==> config.mk <==
export PLATFORM = sky130hd
export DESIGN_NAME = hwpe_engine_stream_tracker
export DESIGN_NICKNAME = d
export VERILOG_FILES = /design/src/rtl/hwpe_engine_stream_tracker.sv
export SDC_FILE = /design/constraint.sdc
export NUM_CORES = 1
export LEC_CHECK = 0
export CAP_MARGIN = 20
export CORE_MARGIN = 2
export CORE_UTILIZATION = 45
export CTS_CLUSTER_DIAMETER = 60
export DETAILED_ROUTE_END_ITERATION = 6
export PLACE_DENSITY = 0.69
export SYNTH_ARGS = -nofsm -noshare
export SYNTH_HDL_FRONTEND = slang
export SYNTH_SLANG_ARGS = --single-unit
==> constraint.sdc <==
create_clock -name clk_i -period 5.9 [get_ports clk_i]
set_input_delay 1.77 -clock clk_i [delete_from_list [all_inputs] [get_ports clk_i]]
set_output_delay 1.77 -clock clk_i [all_outputs]
set_load 0.03 [all_outputs]
==> src/rtl/hwpe_engine_stream_tracker.sv <==
// Output-completion tracker: counts per-stream output beats against a programmed length, drives tail strobes,
// and pulses done once all streams and the kernel have finished. State and flags register in one cycle; never stalls streams.
module hwpe_engine_stream_tracker #(
    parameter int unsigned N_OUT  = 2,
    parameter int unsigned CNT_W  = 32,
    parameter int unsigned DATA_W = 32,
    parameter int unsigned WDOG_W = 16,
    localparam int unsigned STRB_W = DATA_W / 8,
    localparam int unsigned TAIL_W = (STRB_W > 1) ? $clog2(STRB_W) : 1
) (
    input  logic                      clk_i,
    input  logic                      rst_ni,
    input  logic                      clear_i,
    input  logic                      start_i,
    input  logic [CNT_W-1:0]          len_i,
    input  logic [TAIL_W-1:0]         tail_bytes_i,
    input  logic [WDOG_W-1:0]         wdog_limit_i,
    input  logic [N_OUT-1:0]          out_valid_i,
    input  logic [N_OUT-1:0]          out_ready_i,
    input  logic                      kernel_done_i,
    input  logic                      kernel_ready_i,
    input  logic                      kernel_idle_i,
    output logic [N_OUT*STRB_W-1:0]   strb_o,
    output logic [N_OUT*CNT_W-1:0]    cnt_o,
    output logic                      ready_o,
    output logic                      busy_o,
    output logic                      done_o,
    output logic                      err_overrun_o,
    output logic                      err_stall_o
);

    localparam logic [1:0] ST_IDLE  = 2'd0;
    localparam logic [1:0] ST_RUN   = 2'd1;
    localparam logic [1:0] ST_DRAIN = 2'd2;
    localparam logic [1:0] ST_DONE  = 2'd3;

    logic [1:0]        state_q, state_d;
    logic [CNT_W-1:0]  cnt_q [N_OUT];
    logic [CNT_W-1:0]  cnt_d [N_OUT];
    logic [CNT_W-1:0]  len_q, len_d;
    logic [TAIL_W-1:0] tail_q, tail_d;
    logic [WDOG_W-1:0] wlim_q, wlim_d;
    logic [WDOG_W-1:0] wdog_q, wdog_d;
    logic              done_seen_q, done_seen_d;
    logic              err_ovr_q, err_ovr_d;
    logic              err_stall_q, err_stall_d;
    logic              ready_q, ready_d;

    logic [N_OUT-1:0]  hs;
    logic [N_OUT-1:0]  at_len;
    logic              active;
    logic              any_hs;
    logic              all_at_len;
    logic              wdog_hit;
    logic [STRB_W-1:0] tail_mask;

    always_comb begin
        hs         = out_valid_i & out_ready_i;
        active     = (state_q == ST_RUN) || (state_q == ST_DRAIN);
        for (int i = 0; i < N_OUT; i++) begin
            at_len[i] = (cnt_q[i] == len_q);
        end
        all_at_len = &at_len;
        any_hs     = |hs;
        wdog_hit   = active && (wlim_q != '0) && (wdog_q == wlim_q - WDOG_W'(1));
        tail_mask  = (STRB_W'(1) << tail_q) - STRB_W'(1);
    end

    always_comb begin
        state_d     = state_q;
        len_d       = len_q;
        tail_d      = tail_q;
        wlim_d      = wlim_q;
        wdog_d      = wdog_q;
        done_seen_d = done_seen_q;
        err_ovr_d   = err_ovr_q;
        err_stall_d = err_stall_q;
        for (int i = 0; i < N_OUT; i++) begin
            cnt_d[i] = cnt_q[i];
        end
        ready_d = (state_q == ST_IDLE) && (kernel_ready_i || kernel_idle_i);

        if (clear_i) begin
            state_d     = ST_IDLE;
            wdog_d      = '0;
            done_seen_d = 1'b0;
            err_ovr_d   = 1'b0;
            err_stall_d = 1'b0;
            for (int i = 0; i < N_OUT; i++) begin
                cnt_d[i] = '0;
            end
        end else begin
            case (state_q)
                ST_IDLE: begin
                    if (start_i) begin
                        state_d     = ST_RUN;
                        len_d       = len_i;
                        tail_d      = tail_bytes_i;
                        wlim_d      = wdog_limit_i;
                        done_seen_d = 1'b0;
                        err_ovr_d   = 1'b0;
                        err_stall_d = 1'b0;
                        for (int i = 0; i < N_OUT; i++) begin
                            cnt_d[i] = '0;
                        end
                    end
                end
                ST_RUN: begin
                    // A stall abort still passes through DONE so the controller sees done_o.
                    if (wdog_hit) begin
                        state_d     = ST_DONE;
                        err_stall_d = 1'b1;
                    end else if (all_at_len) begin
                        state_d = ST_DRAIN;
                    end
                end
                ST_DRAIN: begin
                    if (wdog_hit) begin
                        state_d     = ST_DONE;
                        err_stall_d = 1'b1;
                    end else if (done_seen_q) begin
                        state_d = ST_DONE;
                    end
                end
                ST_DONE: begin
                    state_d = ST_IDLE;
                end
                default: begin
                    state_d = ST_IDLE;
                end
            endcase

            if (active) begin
                done_seen_d = done_seen_q | kernel_done_i;
                for (int i = 0; i < N_OUT; i++) begin
                    if (hs[i]) begin
                        if (cnt_q[i] < len_q) begin
                            cnt_d[i] = cnt_q[i] + CNT_W'(1);
                        end else begin
                            err_ovr_d = 1'b1;
                        end
                    end
                end
            end

            if (!active || (state_d != state_q) || any_hs) begin
                wdog_d = '0;
            end else begin
                wdog_d = wdog_q + WDOG_W'(1);
            end
        end
    end

    always_ff @(posedge clk_i or negedge rst_ni) begin
        if (!rst_ni) begin
            state_q     <= ST_IDLE;
            len_q       <= '0;
            tail_q      <= '0;
            wlim_q      <= '0;
            wdog_q      <= '0;
            done_seen_q <= 1'b0;
            err_ovr_q   <= 1'b0;
            err_stall_q <= 1'b0;
            ready_q     <= 1'b0;
            for (int i = 0; i < N_OUT; i++) begin
                cnt_q[i] <= '0;
            end
        end else begin
            state_q     <= state_d;
            len_q       <= len_d;
            tail_q      <= tail_d;
            wlim_q      <= wlim_d;
            wdog_q      <= wdog_d;
            done_seen_q <= done_seen_d;
            err_ovr_q   <= err_ovr_d;
            err_stall_q <= err_stall_d;
            ready_q     <= ready_d;
            for (int i = 0; i < N_OUT; i++) begin
                cnt_q[i] <= cnt_d[i];
            end
        end
    end

    // Only the last beat of a non-empty job gets a partial strobe.
    for (genvar gi = 0; gi < N_OUT; gi++) begin : g_out
        assign cnt_o[gi*CNT_W +: CNT_W] = cnt_q[gi];
        assign strb_o[gi*STRB_W +: STRB_W] =
            ((len_q != '0) && (tail_q != '0) && (cnt_q[gi] == len_q - CNT_W'(1))) ? tail_mask : '1;
    end

    assign ready_o       = ready_q;
    assign busy_o        = active;
    assign done_o        = (state_q == ST_DONE);
    assign err_overrun_o = err_ovr_q;
    assign err_stall_o   = err_stall_q;

endmodule

* Yosys cells after proc, flatten, opt, wreduce, memory -nomap -nowiden
Index checks and enable logic that the tools add are counted.
** Word-level totals
- Input bits :: 61
- Logic and storage cells :: 93
- Register bits :: 136
** Operators by class
- Shift-type cells :: 1
- Muxes and demuxes :: 35
- Bitwise gates (word level) :: 3
- Order comparisons :: 2
- Add/sub/neg operators :: 6
- Eq/ne operators :: 11
- Reduce and logical (&&, ||, !) cells :: 24
** Operators by type and width (number)
- 64-bit 2-to-1 mux :: 4
- 32-bit equality test :: 4
- 32-bit 2-to-1 mux :: 4
- 32-bit by 1-bit adder with 32-bit output (second input constant) :: 2
- 32-bit < comparator :: 2
- 16-bit 2-to-1 mux :: 2
- 32-bit nonzero test :: 1
- 32-bit by 1-bit subtractor with 32-bit output (second input constant) :: 1
- 16-bit by 1-bit adder with 16-bit output (second input constant) :: 1
- 16-bit equality test :: 1
- 16-bit nonzero test :: 1
- 16-bit by 1-bit subtractor with 16-bit output (second input constant) :: 1
- 1-bit 2-to-1 mux :: 14
- 2-bit 2-to-1 mux :: 7
- 3-bit nonzero test :: 3
- 4-bit 2-to-1 mux :: 2
- 2-bit one-hot mux with 4 select lines :: 1
- 1-bit logical AND :: 6
- 3-bit AND reduction :: 2
- 2-bit equality test (second input constant) :: 2
- 1-bit logical OR :: 4
- 2-bit AND reduction :: 2
- 2-bit OR reduction :: 2
- 1-bit by 2-bit << shifter with 4-bit output (first input constant) :: 1
- other kinds (12) :: 12

* Longest topological paths before layout
- Depth in word-level cells :: 12
- Gate-level depth with buffers :: 12
- Depth with buffers taken out :: 9

* Worst setup path after synthesis
Ideal clock, no wire load.
- Path kind :: flip-flop to output port
- Start :: register len_q[7]
- End :: output strb_o[6]
- Data required time :: 4.130 ns
- Buffers on the path :: 2
- Cell stages (with the launch flop) :: 10
- Setup slack :: 1.018 ns
- Arrival :: 3.112 ns
- Cell sequence :: dfrtp_1 -> clkbuf_1 -> or4_1 -> clkbuf_1 -> nor4_4 -> nand3_1 -> xnor2_1 -> a221o_1 -> nor4_1 -> nand4_1
** Between the ends
- Word-level cells in the longest chain between the ends :: 4
- Elaborated cells on any way between the ends :: 6
- Classes of those cells :: add/sub (1); eq/ne (1); mux (1); reduce/logical (3)
** Ends and longest elaborated chain
- from (decl) :: RTL line 40 : logic [CNT_W-1:0] len_q, len_d;
- from (signal assigned) :: RTL line 170 : len_q <= len_d;
- 32-bit by 1-bit subtractor with 32-bit output or 32-bit nonzero test (tied branches) :: RTL line 188 : ((len_q != '0) && (tail_q != '0) && (cnt_q[gi] == len_q - CNT_W'(1))) ? tail_mask : '1;
- 32-bit equality test or 1-bit logical AND (tied branches) :: RTL line 188
- 1-bit logical AND (*) :: RTL line 188
- 4-bit 2-to-1 mux (*) :: RTL line 188
- to (decl) :: RTL line 23 : output logic [N_OUT*STRB_W-1:0] strb_o,
Every way passes the cells marked *; elsewhere a longest branch is shown, timed or not.

* Final worst setup path
- Start :: register len_q[0]
- End :: output strb_o[2]
The elaborated chain is that of the path after synthesis.

==> metrics.txt <==
Num CTS Buffers 17; IO Pins 138; synthesized cell area 11300 um^2; Critical Path AT 3.87 ns; largest net degree at the start of global routing 73; vias in the first global route approximately 10k; flops & latches, synth 136; slowest stage cell, crit path or3b_2; power per cell area 338 nW/um^2; # port buffers 135; Clock Sinks roughly 140; starting density of the core 0.453; share of cells above drive strength 1 0.117; total power 4.63 mW; gp weighted congestion 0.992; Startpoint Class flip-flop; Adder-Cell Fraction of Synth Area 0.0829; total grt overflow 0; filler cell count between 2k and 2.5k; multiplexer share of the synthesized area 0.0725; core area 25000 um^2; synth-to-layout area growth 21.0%; clock buffer depth 2; xor/xnor share of the synthesized area 0.0948; RSZ-0062 raised after global routing false; Die X-Extent 163 um; Cell variety after synth 83; worst-margin pin slew 1.12 ns; H-tree Lvls 4; async set-reset flop share out of synthesis 1.00; DR vias/cell 6.31; outcome finished, final reports clean; Total GRT Usage 0.302; CP peak stage delay 0.60 ns; VDD IR max 0.232 mV; setup_tns 0 ns; Worst Path Required around 4.1 ns; type of the worst min-delay path flip-flop to flip-flop; full die area around 26000 um^2; CTS root buf clkbuf_16; YS warnings 0; Compound-Gate Fraction of Synth Area 0.169; WL final 39700 um; Avg Inst Size Synth between 8 and 9 um^2; DR iter-0 viols 1062; row count 58; ANT nets after route 0; WL/cell 22.5 um; diode count 0; endpoints failing hold 0; Largest delay share family, worst path simple AND/OR/NAND/NOR gates; minimum clock period 5.64 ns; initial antenna violation count 0; area share of and/or/nand/nor cells after synthesis 0.233; Tcrit/Tclk final 0.955; Post-synth EDFFs 0; first-pass GRT wire length slightly above 60000 um; synthesized instance count 1298; Multi-input gate area approximately 7400 um^2; DRC violations left 0; most common cell after layout, fill and taps aside dfrtp_1; Total Nets Final 1555; Max-Cap Viols 0; clock slew seen by the registers of the worst setup and hold paths approximately 0.070 ns; # setup viols final 0; Most used DFF post-synth dfrtp_1; worst path bufs/invs 2; highest-count cells in the layout ignoring fill and taps dfrtp_1, clkdlybuf4s50_1, nand2_1; Worst Setup End Kind output pin; Final Slew Violations 0; cell breakdown of the critical path inv_1 > ha_1 > or3b_2 > nor3_1 > o21ai_0 > a31oi_1 > o2111ai_1 > nor4b_1 > nand4_1 > buf_4; FMAX 0.177 GHz; Max Clock Skew between 0.01 and 0.015 ns; routed vias 11.1k; Pleak 5.36 nW; main combinational cell family by area after synthesis simple AND/OR/NAND/NOR gates; relative slew slack 0.246; CP Class flip-flop to output pin; Final HPWL DP 30500 um; Setup Buffers After CTS 0; register area share after synthesis 0.301; die height 163 um; worst skew pair latency around 0.44 ns; register area approximately 3400 um^2; Max FO, Critical Path 7; Initial DRT Pass Iterations 5; CTS tree yes
-- metrics by stage --
stage | hold slack (ns) | util | instances | area [um^2] | setup WS [ns]
final | 0.554 | 0.549 | 1762 | 13700 | 0.263
after global routing | 0.578 | 0.549 | 1762 | 13700 | 0.0249
after CTS | 0.557 | 0.548 | 1762 | 13700 | 0.0292
after detailed placement | 0.539 | 0.523 | 1730 | 13100 | 0.383
after global placement | 0.518 | 0.523 | 1728 | 13100 | 0.428
after floorplan | 0.503 | - | 1299 | 11300 | 1.02
-- power breakdown --
| group | internal (mW) | total (mW) | switching (mW) |
|---|---|---|---|
| sequential | 1.11 | 1.41 | 0.305 |
| combinational | 0.861 | 2.11 | 1.25 |
| clock | 0.600 | 1.10 | 0.504 |
-- sequential cells by signal (all words and copies together), names as in the netlist --
name	flops
err_overrun_o	1
done_seen_q	1
wdog_q	16
wlim_q	16
tail_q	2
len_q	32
state_q	2
cnt_o	64
ready_o	1
err_stall_o	1
-- layer usage --
layer  GRT usage  up-vias  part of all wire  wire, um
li1            -     5109                 -         -
met1       0.435     5464              0.45     17800
met2       0.472      481              0.46     18100
met3      0.0458       56             0.069      2750
met4      0.0861        0             0.027      1050
met5           0        -                 0         0
-- cells by family after synthesis --
logic type | after synthesis
AND/OR/NAND/NOR | 482
AO/OA/AOI/OAI | 286
flip-flops | 136
buffers and inverters | 134
XOR/XNOR | 110
adder cells (fa/ha/maj) | 75
multiplexers | 74
other | 1
-- path summary, 6_finish.rpt --
kind / startpoint / to / slack (ns) / cells after the start
min in group asynchronous: rst_ni / cnt_o[32] / 1.34 / 1
max: len_q[0] / strb_o[2] / 0.26 / 10
min: tail_q[0] / tail_q[0] / 0.55 / 1
max reg2reg: wlim_q[0] / wdog_q[5] / 1.75 / 9
min reg2reg: tail_q[0] / tail_q[0] / 0.55 / 1
max in group asynchronous: rst_ni / cnt_o[23] / 3.53 / 2
-- synth_stat cells, types with 7 or more instances --
cell,count,share of area
clkbuf_1,60,0.020
a2111oi_0,8,0.0062
or4_1,16,0.011
xor2_1,28,0.022
o21ai_0,71,0.031
ha_1,75,0.083
inv_1,58,0.019
nand4_1,49,0.027
mux2i_1,13,0.011
a21oi_1,72,0.032
a31oi_1,19,0.010
nand4b_1,8,0.0062
nor2_1,66,0.022
mux2_2,60,0.060
and3_1,18,0.0099
nand3b_1,8,0.0053
dfrtp_1,136,0.30
xnor2_1,74,0.057
or3_1,31,0.017
nor3_1,51,0.023
nor4_1,28,0.015
nand3_1,63,0.028
a211oi_1,8,0.0053
nor3b_1,7,0.0046
and4_1,10,0.0077
o211ai_1,10,0.0066
nand2_1,91,0.030
o41ai_1,9,0.0070
xnor3_1,8,0.016
a21o_1,13,0.0086
-- area by class of cell --
cell class / count / area share
clock buffer: 17 / 0.0311
clock inverter: 15 / 0.0118
inverter: 60 / 0.0164
multi-input combinational: 1029 / 0.542
sequential: 136 / 0.249
tap: 330 / 0.0302
timing repair buffer: 175 / 0.120
-- what timing repair did --
| action | 4_1_cts | 5_1_grt |
|---|---|---|
| endpoints found under the setup margin | 2 | 4 |
| hold buffers | 0 | 0 |
| gates resized for setup | 2 | 6 |
No activity file was read; power rests on OpenSTA's default activity.
